--- src/rtl/hue_prep_pipe.sv ---
// Two-stage hue front end: normalise packed RGB, pick sector, emit dividend/divisor/value.
// Optional grey handling is enabled by defining HUE_ACHROMA_EN.
module hue_prep_pipe #(
    parameter int R_W = 5,
    parameter int G_W = 6,
    parameter int B_W = 5,
    parameter int W   = 8
) (
    input  logic                   i_clk,
    input  logic                   i_rstn,
    input  logic [R_W+G_W+B_W-1:0] i_data,
    input  logic                   i_valid,
    output logic                   o_ready,
    output logic [W:0]             o_dividend,
    output logic [W:0]             o_divisor,
    output logic [W-1:0]           o_value,
    output logic [1:0]             o_function,
    output logic                   o_valid,
    input  logic                   i_ready
);

    localparam int D_W = R_W + G_W + B_W;
    localparam int C_W   [3] = '{R_W, G_W, B_W};
    localparam int C_LSB [3] = '{0, R_W, R_W + G_W};

    logic [W-1:0] comp_n [3];

    // Each field is masked out of the packed word and left-aligned into W bits.
    for (genvar gi = 0; gi < 3; gi++) begin : g_norm
        logic [D_W-1:0] field;
        assign field       = (i_data >> C_LSB[gi]) & ({D_W{1'b1}} >> (D_W - C_W[gi]));
        assign comp_n[gi]  = W'(field) << (W - C_W[gi]);
    end

    logic         adv_a, adv_b;
    logic         a_valid_q, b_valid_q;
    logic [W-1:0] a_r_q, a_g_q, a_b_q, a_max_q, a_min_q;
    logic [1:0]   a_sec_q;
    logic [W-1:0] max_d, min_d;
    logic [1:0]   sec_d;
    logic [W:0]   dividend_d, divisor_d, dividend_q, divisor_q;
    logic [W-1:0] value_q;
    logic [1:0]   function_q;

    assign adv_b   = !b_valid_q || i_ready;
    assign adv_a   = !a_valid_q || adv_b;
    assign o_ready = adv_a;

    always_comb begin
        max_d = comp_n[2];
        sec_d = 2'd3;
        if (comp_n[0] >= comp_n[1] && comp_n[0] >= comp_n[2]) begin
            max_d = comp_n[0];
            sec_d = 2'd1;
        end else if (comp_n[1] >= comp_n[2]) begin
            max_d = comp_n[1];
            sec_d = 2'd2;
        end
        min_d = comp_n[2];
        if (comp_n[0] <= comp_n[1] && comp_n[0] <= comp_n[2]) begin
            min_d = comp_n[0];
        end else if (comp_n[1] <= comp_n[2]) begin
            min_d = comp_n[1];
        end
`ifdef HUE_ACHROMA_EN
        if (max_d == min_d) begin
            sec_d = 2'd0;
        end
`endif
    end

    always_comb begin
        dividend_d = '0;
        case (a_sec_q)
            2'd1:    dividend_d = {1'b0, a_g_q} - {1'b0, a_b_q};
            2'd2:    dividend_d = {1'b0, a_b_q} - {1'b0, a_r_q};
            2'd3:    dividend_d = {1'b0, a_r_q} - {1'b0, a_g_q};
            default: dividend_d = '0;
        endcase
        divisor_d = {1'b0, a_max_q} - {1'b0, a_min_q};
`ifdef HUE_ACHROMA_EN
        // Grey pixels get a unit divisor so the divider never sees zero.
        if (a_sec_q == 2'd0) begin
            divisor_d = (W+1)'(1);
        end
`endif
    end

    always_ff @(posedge i_clk or negedge i_rstn) begin
        if (!i_rstn) begin
            a_valid_q  <= 1'b0;
            a_r_q      <= '0;
            a_g_q      <= '0;
            a_b_q      <= '0;
            a_max_q    <= '0;
            a_min_q    <= '0;
            a_sec_q    <= '0;
            b_valid_q  <= 1'b0;
            dividend_q <= '0;
            divisor_q  <= '0;
            value_q    <= '0;
            function_q <= '0;
        end else begin
            if (adv_a) begin
                a_valid_q <= i_valid;
                if (i_valid) begin
                    a_r_q   <= comp_n[0];
                    a_g_q   <= comp_n[1];
                    a_b_q   <= comp_n[2];
                    a_max_q <= max_d;
                    a_min_q <= min_d;
                    a_sec_q <= sec_d;
                end
            end
            if (adv_b) begin
                b_valid_q <= a_valid_q;
                if (a_valid_q) begin
                    dividend_q <= dividend_d;
                    divisor_q  <= divisor_d;
                    value_q    <= a_max_q;
                    function_q <= a_sec_q;
                end
            end
        end
    end

    assign o_valid    = b_valid_q;
    assign o_dividend = dividend_q;
    assign o_divisor  = divisor_q;
    assign o_value    = value_q;
    assign o_function = function_q;

endmodule

--- config.mk ---
export PLATFORM = sky130hd
export DESIGN_NAME = hue_prep_pipe
export DESIGN_NICKNAME = d
export VERILOG_FILES = /design/src/rtl/hue_prep_pipe.sv
export SDC_FILE = /design/constraint.sdc
export NUM_CORES = 1
export LEC_CHECK = 0
export CORE_MARGIN = 4
export CORE_UTILIZATION = 40
export DETAILED_ROUTE_END_ITERATION = 6
export HOLD_SLACK_MARGIN = 0.12
export PLACE_DENSITY_LB_ADDON = 0.25
export SLEW_MARGIN = 40
export SYNTH_ARGS = -nofsm -noshare
export SYNTH_HDL_FRONTEND = slang
export SYNTH_SLANG_ARGS = --single-unit
--- constraint.sdc ---
create_clock -name i_clk -period 2.6 [get_ports i_clk]
set_clock_uncertainty 0.15 [all_clocks]
set_input_delay 0.52 -clock i_clk [delete_from_list [all_inputs] [get_ports i_clk]]
set_output_delay 0.52 -clock i_clk [all_outputs]
set_load 0.01 [all_outputs]
=== Word level (Yosys, flattened, before mapping) ===
Index checks and enable logic that the tools add are counted.

* Output and inout bits: 30
* Input port bits: 20
* Logic and storage cells: 40
* Register bits: 64

* Reduce and logical (&&, ||, !) cells: 8
* Order comparisons: 6
* Equal/unequal tests: 3
* Muxes and demuxes: 7
* Add/sub/neg operators: 4

{| class="wikitable"
|+ Operator list
! cell !! number
|-
| subtractor 8 x 8 -> 9 bit || 4
|-
| 2-to-1 mux 8 bit || 4
|-
| case mux 9 bit (3 select lines) || 1
|-
| greater-or-equal comparator 8 bit || 3
|-
| less-or-equal comparator 8 bit || 3
|-
| == test 2 bit (second input constant) || 2
|-
| AND reduction 2 bit || 2
|-
| == test 2 x 1 -> 1 bit (second input constant) || 1
|-
| logical AND 1 bit || 2
|-
| logical NOT 1 bit || 2
|-
| logical OR 1 bit || 2
|-
| 2-to-1 mux 2 bit || 1
|-
| 2-to-1 mux 1 bit || 1
|}

=== Longest topological paths before layout ===
Gate-level depths: netlist (run 1).

* Word-level depth: 4
* Mapped depth: 10
* Mapped depth without buffers: 10

=== Least setup slack after synthesis (run 1) ===
OpenSTA, ideal clock, no wires.

* Path type: input port to flip-flop
* Start point: input port i_data[13]
* End point: register a_max_q[6]
* Stages on the path: 8
* Arrival: 1.932 ns
* Library setup time: 0.087 ns
* Slack: 0.431 ns
* Required time: 2.363 ns
* Buffers on the path: 0
* Cells stage by stage: inv_1 -> ha_1 -> a211oi_2 -> nor2_1 -> nor3_2 -> mux2i_1 -> nand3_1 -> o211ai_1

* Cells in the longest elaborated chain, start to end: 3

{| class="wikitable"
|+ Ends and longest elaborated chain
! item !! RTL line !! RTL
|-
| start: declaration || 11 || <nowiki>input logic [R_W+G_W+B_W-1:0] i_data,</nowiki>
|-
| greater-or-equal comparator 8 bit (on tied branches) || 55, 52 ||
|-
| 2-to-1 mux 8 bit / logical AND 1 bit (equally long branches) || 55, 52 ||
|-
| 2-to-1 mux 8 bit * || 52 || <nowiki>if (comp_n[0] >= comp_n[1] && comp_n[0] >= comp_n[2]) begin</nowiki>
|-
| end signal: assignment || 110 || <nowiki>a_max_q <= max_d;</nowiki>
|-
| end: declaration || 37 || <nowiki>logic [W-1:0] a_r_q, a_g_q, a_b_q, a_max_q, a_min_q;</nowiki>
|}

Every way passes the cells marked *; elsewhere a longest branch is shown, timed or not.
A chain may end at the register's enable or synchronous reset.

=== Worst setup path in the final report (run 1) ===
* Start point: input port i_data[13]
* End point: register a_max_q[3]

The elaborated chain is that of the path after synthesis.

==> report_table.html, run 1 <==
<table>
<tr><th>Metric</th><th>Value</th></tr>
<tr><th colspan="2">Status</th></tr>
<tr><td>Run status</td><td>complete, no violations</td></tr>
<tr><th colspan="2">Synth</th></tr>
<tr><td>Sequential fraction of the synthesis area</td><td>0.384</td></tr>
<tr><td>Number of synthesized flops with an enable pin</td><td>0</td></tr>
<tr><td>Mapped cell area</td><td>between 3000 and 4000 µm²</td></tr>
<tr><td>Area fraction in compound gates after synthesis</td><td>0.182</td></tr>
<tr><td>Count of mapped cells out of synthesis</td><td>379</td></tr>
<tr><td>Average cell area after synthesis</td><td>about 9.3 µm²</td></tr>
<tr><td>Most area-consuming cells after synthesis</td><td>sky130_fd_sc_hd__dfrtp_1 38%, sky130_fd_sc_hd__ha_1 13%, sky130_fd_sc_hd__o21ai_0 5.7%, sky130_fd_sc_hd__nand2_1 5.4%, sky130_fd_sc_hd__inv_1 4.7%</td></tr>
<tr><td>Adder and majority cell fraction of the synthesized area</td><td>0.151</td></tr>
<tr><td>Main combinational cell family by area after synthesis</td><td>compound AO/OA/AOI/OAI gates</td></tr>
<tr><td>Share of flip-flops with an asynchronous set or reset after synthesis</td><td>1.00</td></tr>
<tr><td>Synthesized-area fraction occupied by and/or/nand/nor cells</td><td>0.127</td></tr>
<tr><td>Synth Flop Type</td><td>sky130_fd_sc_hd__dfrtp_1</td></tr>
<tr><td>Top cell type's share of synthesized area</td><td>0.384</td></tr>
<tr><td>Yosys top cell by area</td><td>sky130_fd_sc_hd__dfrtp_1</td></tr>
<tr><td>Share of cell area taken by muxes after synthesis</td><td>0.0622</td></tr>
<tr><td>Number of storage elements in the synthesis netlist</td><td>54</td></tr>
<tr><td>Total number of yosys warnings</td><td>0</td></tr>
<tr><td>Share of the synthesized netlist area taken by xor and xnor gates</td><td>0.0199</td></tr>
<tr><td>Synth unique cells</td><td>48</td></tr>
<tr><th colspan="2">Routing</th></tr>
<tr><td>Starting DRC count in detailed routing</td><td>roughly 120</td></tr>
<tr><td>Remaining DRCs</td><td>0</td></tr>
<tr><td>Ratio of routed vias to standard cells</td><td>5.00</td></tr>
<tr><td>Antenna violation net count after detailed routing</td><td>0</td></tr>
<tr><td>Vias post-DR</td><td>around 2.8k</td></tr>
<tr><td>Iteration count of the initial detailed-routing pass</td><td>4</td></tr>
<tr><td>Average routed wire per standard cell</td><td>around 14 µm</td></tr>
<tr><td>Detailed Route WL</td><td>8040 µm</td></tr>
<tr><th colspan="2">Die</th></tr>
<tr><td>Die Y-Extent</td><td>roughly 100 µm</td></tr>
<tr><td>Die X-Extent</td><td>approximately 100 µm</td></tr>
<tr><td>Initial cell density of the core</td><td>0.420</td></tr>
<tr><td>Core region area</td><td>about 8400 µm²</td></tr>
<tr><td>Total number of placement rows</td><td>33</td></tr>
<tr><td>Total Die Area</td><td>between 10000 and 15000 µm²</td></tr>
<tr><td>Ports</td><td>50</td></tr>
<tr><th colspan="2">Cells and area</th></tr>
<tr><td># nets final</td><td>515</td></tr>
<tr><td>Number of diodes</td><td>0</td></tr>
<tr><td>Layout cells sized above 1</td><td>0.152</td></tr>
<tr><td>Layout overhead on the synthesized area</td><td>26.7%</td></tr>
<tr><td>Final core utilization</td><td>0.532</td></tr>
<tr><th colspan="2">Setup path</th></tr>
<tr><td>Worst-path fanout max</td><td>4</td></tr>
<tr><td>Largest stage delay on the critical path</td><td>about 480 ps</td></tr>
<tr><td>Worst path slowest cell</td><td>sky130_fd_sc_hd__clkdlybuf4s50_1</td></tr>
<tr><td>Sort of element at the end of the critical path</td><td>flop</td></tr>
<tr><td>Cells along the critical path</td><td>clkdlybuf4s50_1 &gt; inv_1 &gt; ha_4 &gt; nand4_1 &gt; buf_4 &gt; o21bai_4 &gt; nor3_2 &gt; buf_4 &gt; buf_4 &gt; o211a_1 &gt; o22ai_1</td></tr>
<tr><td>Required time worst endpoint</td><td>roughly 2700 ps</td></tr>
<tr><td>Worst Setup Path Type</td><td>input port to flop</td></tr>
<tr><td>Most used cell along the critical path</td><td>sky130_fd_sc_hd__buf_4</td></tr>
<tr><td>Critical path startpoint category</td><td>input port</td></tr>
<tr><td>Data arrival time at the worst-slack endpoint</td><td>around 2600 ps</td></tr>
<tr><td>Number of cells on the worst reg-to-reg path</td><td>10</td></tr>
<tr><th colspan="2">Global route</th></tr>
<tr><td>Via count of the first global-routing pass</td><td>2677</td></tr>
<tr><td>Antenna violations before repair</td><td>0</td></tr>
<tr><td>Pin count of the biggest net entering global routing</td><td>38</td></tr>
<tr><td>Gr usage total</td><td>0.165</td></tr>
<tr><td>First-pass GRT wire length</td><td>around 13000 µm</td></tr>
<tr><td>Sum of overflow across all layers after global routing</td><td>0</td></tr>
<tr><th colspan="2">Pwr</th></tr>
<tr><td>Power per cell area</td><td>between 600 and 700 nW/µm²</td></tr>
<tr><td>Max IR drop VDD</td><td>~0.00024 V</td></tr>
<tr><td>Cell leakage power</td><td>~2.1 nW</td></tr>
<tr><td>Total power consumption of the routed design</td><td>about 3 mW</td></tr>
<tr><th colspan="2">Clock network</th></tr>
<tr><td>Clock transition at path regs</td><td>80 ps</td></tr>
<tr><td>Bufs on Longest Clock Path</td><td>2</td></tr>
<tr><td>Clock network latency to the later pin of the worst-skew pair</td><td>about 290 ps</td></tr>
<tr><td>H-tree depth</td><td>2</td></tr>
<tr><td>Root buffer selected by CTS</td><td>sky130_fd_sc_hd__clkbuf_8</td></tr>
<tr><td>TritonCTS clock tree</td><td>done</td></tr>
<tr><td>Sink Count</td><td>54</td></tr>
<tr><td>CTS buffer count</td><td>5</td></tr>
<tr><th colspan="2">STA</th></tr>
<tr><td>Share of the clock period used by the worst path after layout</td><td>0.985</td></tr>
<tr><td>TNS Setup</td><td>0 ps</td></tr>
<tr><td>Number of hold-slack violations in the final timing report</td><td>0</td></tr>
<tr><td>Period minus WS final</td><td>about 2600 ps</td></tr>
<tr><td>Fmax achieved</td><td>approximately 0.4 GHz</td></tr>
<tr><td>Count of final max-slew check failures</td><td>0</td></tr>
<tr><td>Slew at the pin with the worst max-slew slack</td><td>between 400 and 500 ps</td></tr>
<tr><td>Setup violators final</td><td>0</td></tr>
<tr><td>Max-Slew Margin vs Limit</td><td>0.663</td></tr>
<tr><td>Unrepaired setup endpoints after global routing</td><td>true</td></tr>
<tr><th colspan="2">Placed design</th></tr>
<tr><td>Buffers on Ports</td><td>43</td></tr>
<tr><td>HPWL after DPL</td><td>6590 µm</td></tr>
<tr><td>Final weighted congestion in routability-driven placement</td><td>around 0.88</td></tr>
<tr><th colspan="2">Worst hold path</th></tr>
<tr><td>Hold depth</td><td>2</td></tr>
<tr><td>Worst hold-check path type</td><td>flop to flop</td></tr>
<tr><th colspan="2">Flow run</th></tr>
<tr><td>Number of max-cap violations</td><td>0</td></tr>
</table>
==> what timing repair did <==
action,in CTS,in global routing
hold buffers,1,0
resized for setup,0,14
hold endpoints to repair,8,0
setup endpoints to repair,0,9
buffers inserted,0,2
==> report_power, final <==
group	total, mW	switching (mW)	internal, mW
clock	0.430	0.244	0.186
sequential	1.16	0.117	1.05
combinational	1.41	0.677	0.732
==> cells in the final DEF, fill, tap and decap left out, types with 3 or more instances in the layout <==
cell type | synthesis | final
sky130_fd_sc_hd__nor2b_1 | 3 | 3
sky130_fd_sc_hd__mux2_2 | 7 | 7
sky130_fd_sc_hd__o22ai_1 | 5 | 5
sky130_fd_sc_hd__xnor2_1 | 4 | 4
sky130_fd_sc_hd__clkdlybuf4s50_1 | 0 | 41
sky130_fd_sc_hd__nor2_1 | 8 | 7
sky130_fd_sc_hd__o211ai_1 | 5 | 5
sky130_fd_sc_hd__nand3_1 | 7 | 7
sky130_fd_sc_hd__dfrtp_1 | 54 | 54
sky130_fd_sc_hd__ha_1 | 36 | 33
sky130_fd_sc_hd__nand2b_1 | 11 | 11
sky130_fd_sc_hd__a211oi_1 | 4 | 4
sky130_fd_sc_hd__inv_1 | 44 | 43
sky130_fd_sc_hd__xor2_1 | 4 | 4
sky130_fd_sc_hd__nand2_1 | 51 | 51
sky130_fd_sc_hd__ha_4 | 0 | 3
sky130_fd_sc_hd__mux2i_1 | 14 | 14
sky130_fd_sc_hd__and3_1 | 4 | 4
sky130_fd_sc_hd__clkbuf_8 | 0 | 5
sky130_fd_sc_hd__a21o_1 | 8 | 8
sky130_fd_sc_hd__o31ai_1 | 3 | 3
sky130_fd_sc_hd__conb_1 | 1 | 6
sky130_fd_sc_hd__o21ai_0 | 40 | 38
sky130_fd_sc_hd__a21oi_1 | 15 | 13
sky130_fd_sc_hd__fa_1 | 4 | 4
sky130_fd_sc_hd__buf_4 | 6 | 37
==> layout make-up <==
type / count / area [µm²]
tap: 105 / 131
clock buffer: 7 / 76.3
fill: 776 / 3920
sequential: 54 / 1350
timing repair buffer: 82 / 736
inverter: 44 / 165
multi-input combinational: 268 / 2000
==> worst paths after layout <==
path,from,endpoint,slack [ps]
min in group asynchronous,i_rstn,a_b_q[7],470
setup reg to reg,a_g_q[3],o_dividend[7],440
setup / recovery,i_data[13],a_max_q[3],40
hold / removal,a_min_q[4],a_min_q[4],330
hold reg to reg,a_min_q[4],a_min_q[4],330
max in group asynchronous,i_rstn,o_divisor[4],1210
==> sequential cells by signal, indices dropped and copies added, names as in the netlist, 5 cells and up <==
signal and count:
a_r_q 5, a_g_q 6, a_max_q 6, o_value 6
o_divisor 7, o_dividend 7, a_b_q 5, a_min_q 6
==> critical path, delay by kind of cell <==
family | cells | cell delay [ps]
simple gates | 2 | 240
compound gates | 3 | 500
fa+ha+maj | 1 | 300
buf+inv | 5 | 1080
==> synth_stat cells (all sizes together), types with 7 or more instances <==
library cell,n
a21oi,15
nor2,9
inv,44
dfrtp,54
nand2b,11
mux2,7
nand2,51
buf,8
o21ai,40
mux2i,14
nand3,7
ha,36
a21o,8
clkbuf,10
==> stage by stage <==
| step | cells | hold slack, ps | setup slack, ps | instance area, µm² |
|---|---|---|---|---|
| floorplan | 384 | 74.4 | 431 | 3540 |
| global placement | 550 | 243 | -246 | 4280 |
| detailed placement | 550 | 242 | -240 | 4280 |
| CTS | 558 | 339 | 59.1 | 4370 |
| global route | 560 | 358 | -64.0 | 4460 |
| finish | 560 | 332 | 38.3 | 4460 |
==> metal layers <==
metal | wire, µm | track usage | vias up
li1 | - | - | 1455
met1 | 4010 | 0.250 | 1263
met2 | 3460 | 0.248 | 75
met3 | 475 | 0.0227 | 7
met4 | 90 | 0.0429 | 0
met5 | 0 | 0 | -
==> logic make-up (layout without fill, tap and decap cells) <==
logic type | after synthesis | in the layout
xor gates and xnor gates | 8 | 8
adders and majority gates | 40 | 40
other | 1 | 6
DFF | 54 | 54
and+or+nand+nor | 95 | 95
buffers and inverters | 62 | 133
AOI/OAI and AO/OA | 98 | 98
muxes | 21 | 21
Power figures use the tool's default switching activity.
==> run 2, diff against run 1 <==
--- a/config.mk
+++ b/config.mk
@@ -5,6 +5,7 @@
 export SDC_FILE = /design/constraint.sdc
 export NUM_CORES = 1
 export LEC_CHECK = 0
+export CAP_MARGIN = 20
 export CORE_MARGIN = 4
 export CORE_UTILIZATION = 40
 export DETAILED_ROUTE_END_ITERATION = 6
==> results of run 2 <==
The final DEF is identical to that of run 1; final timing and power are the same.
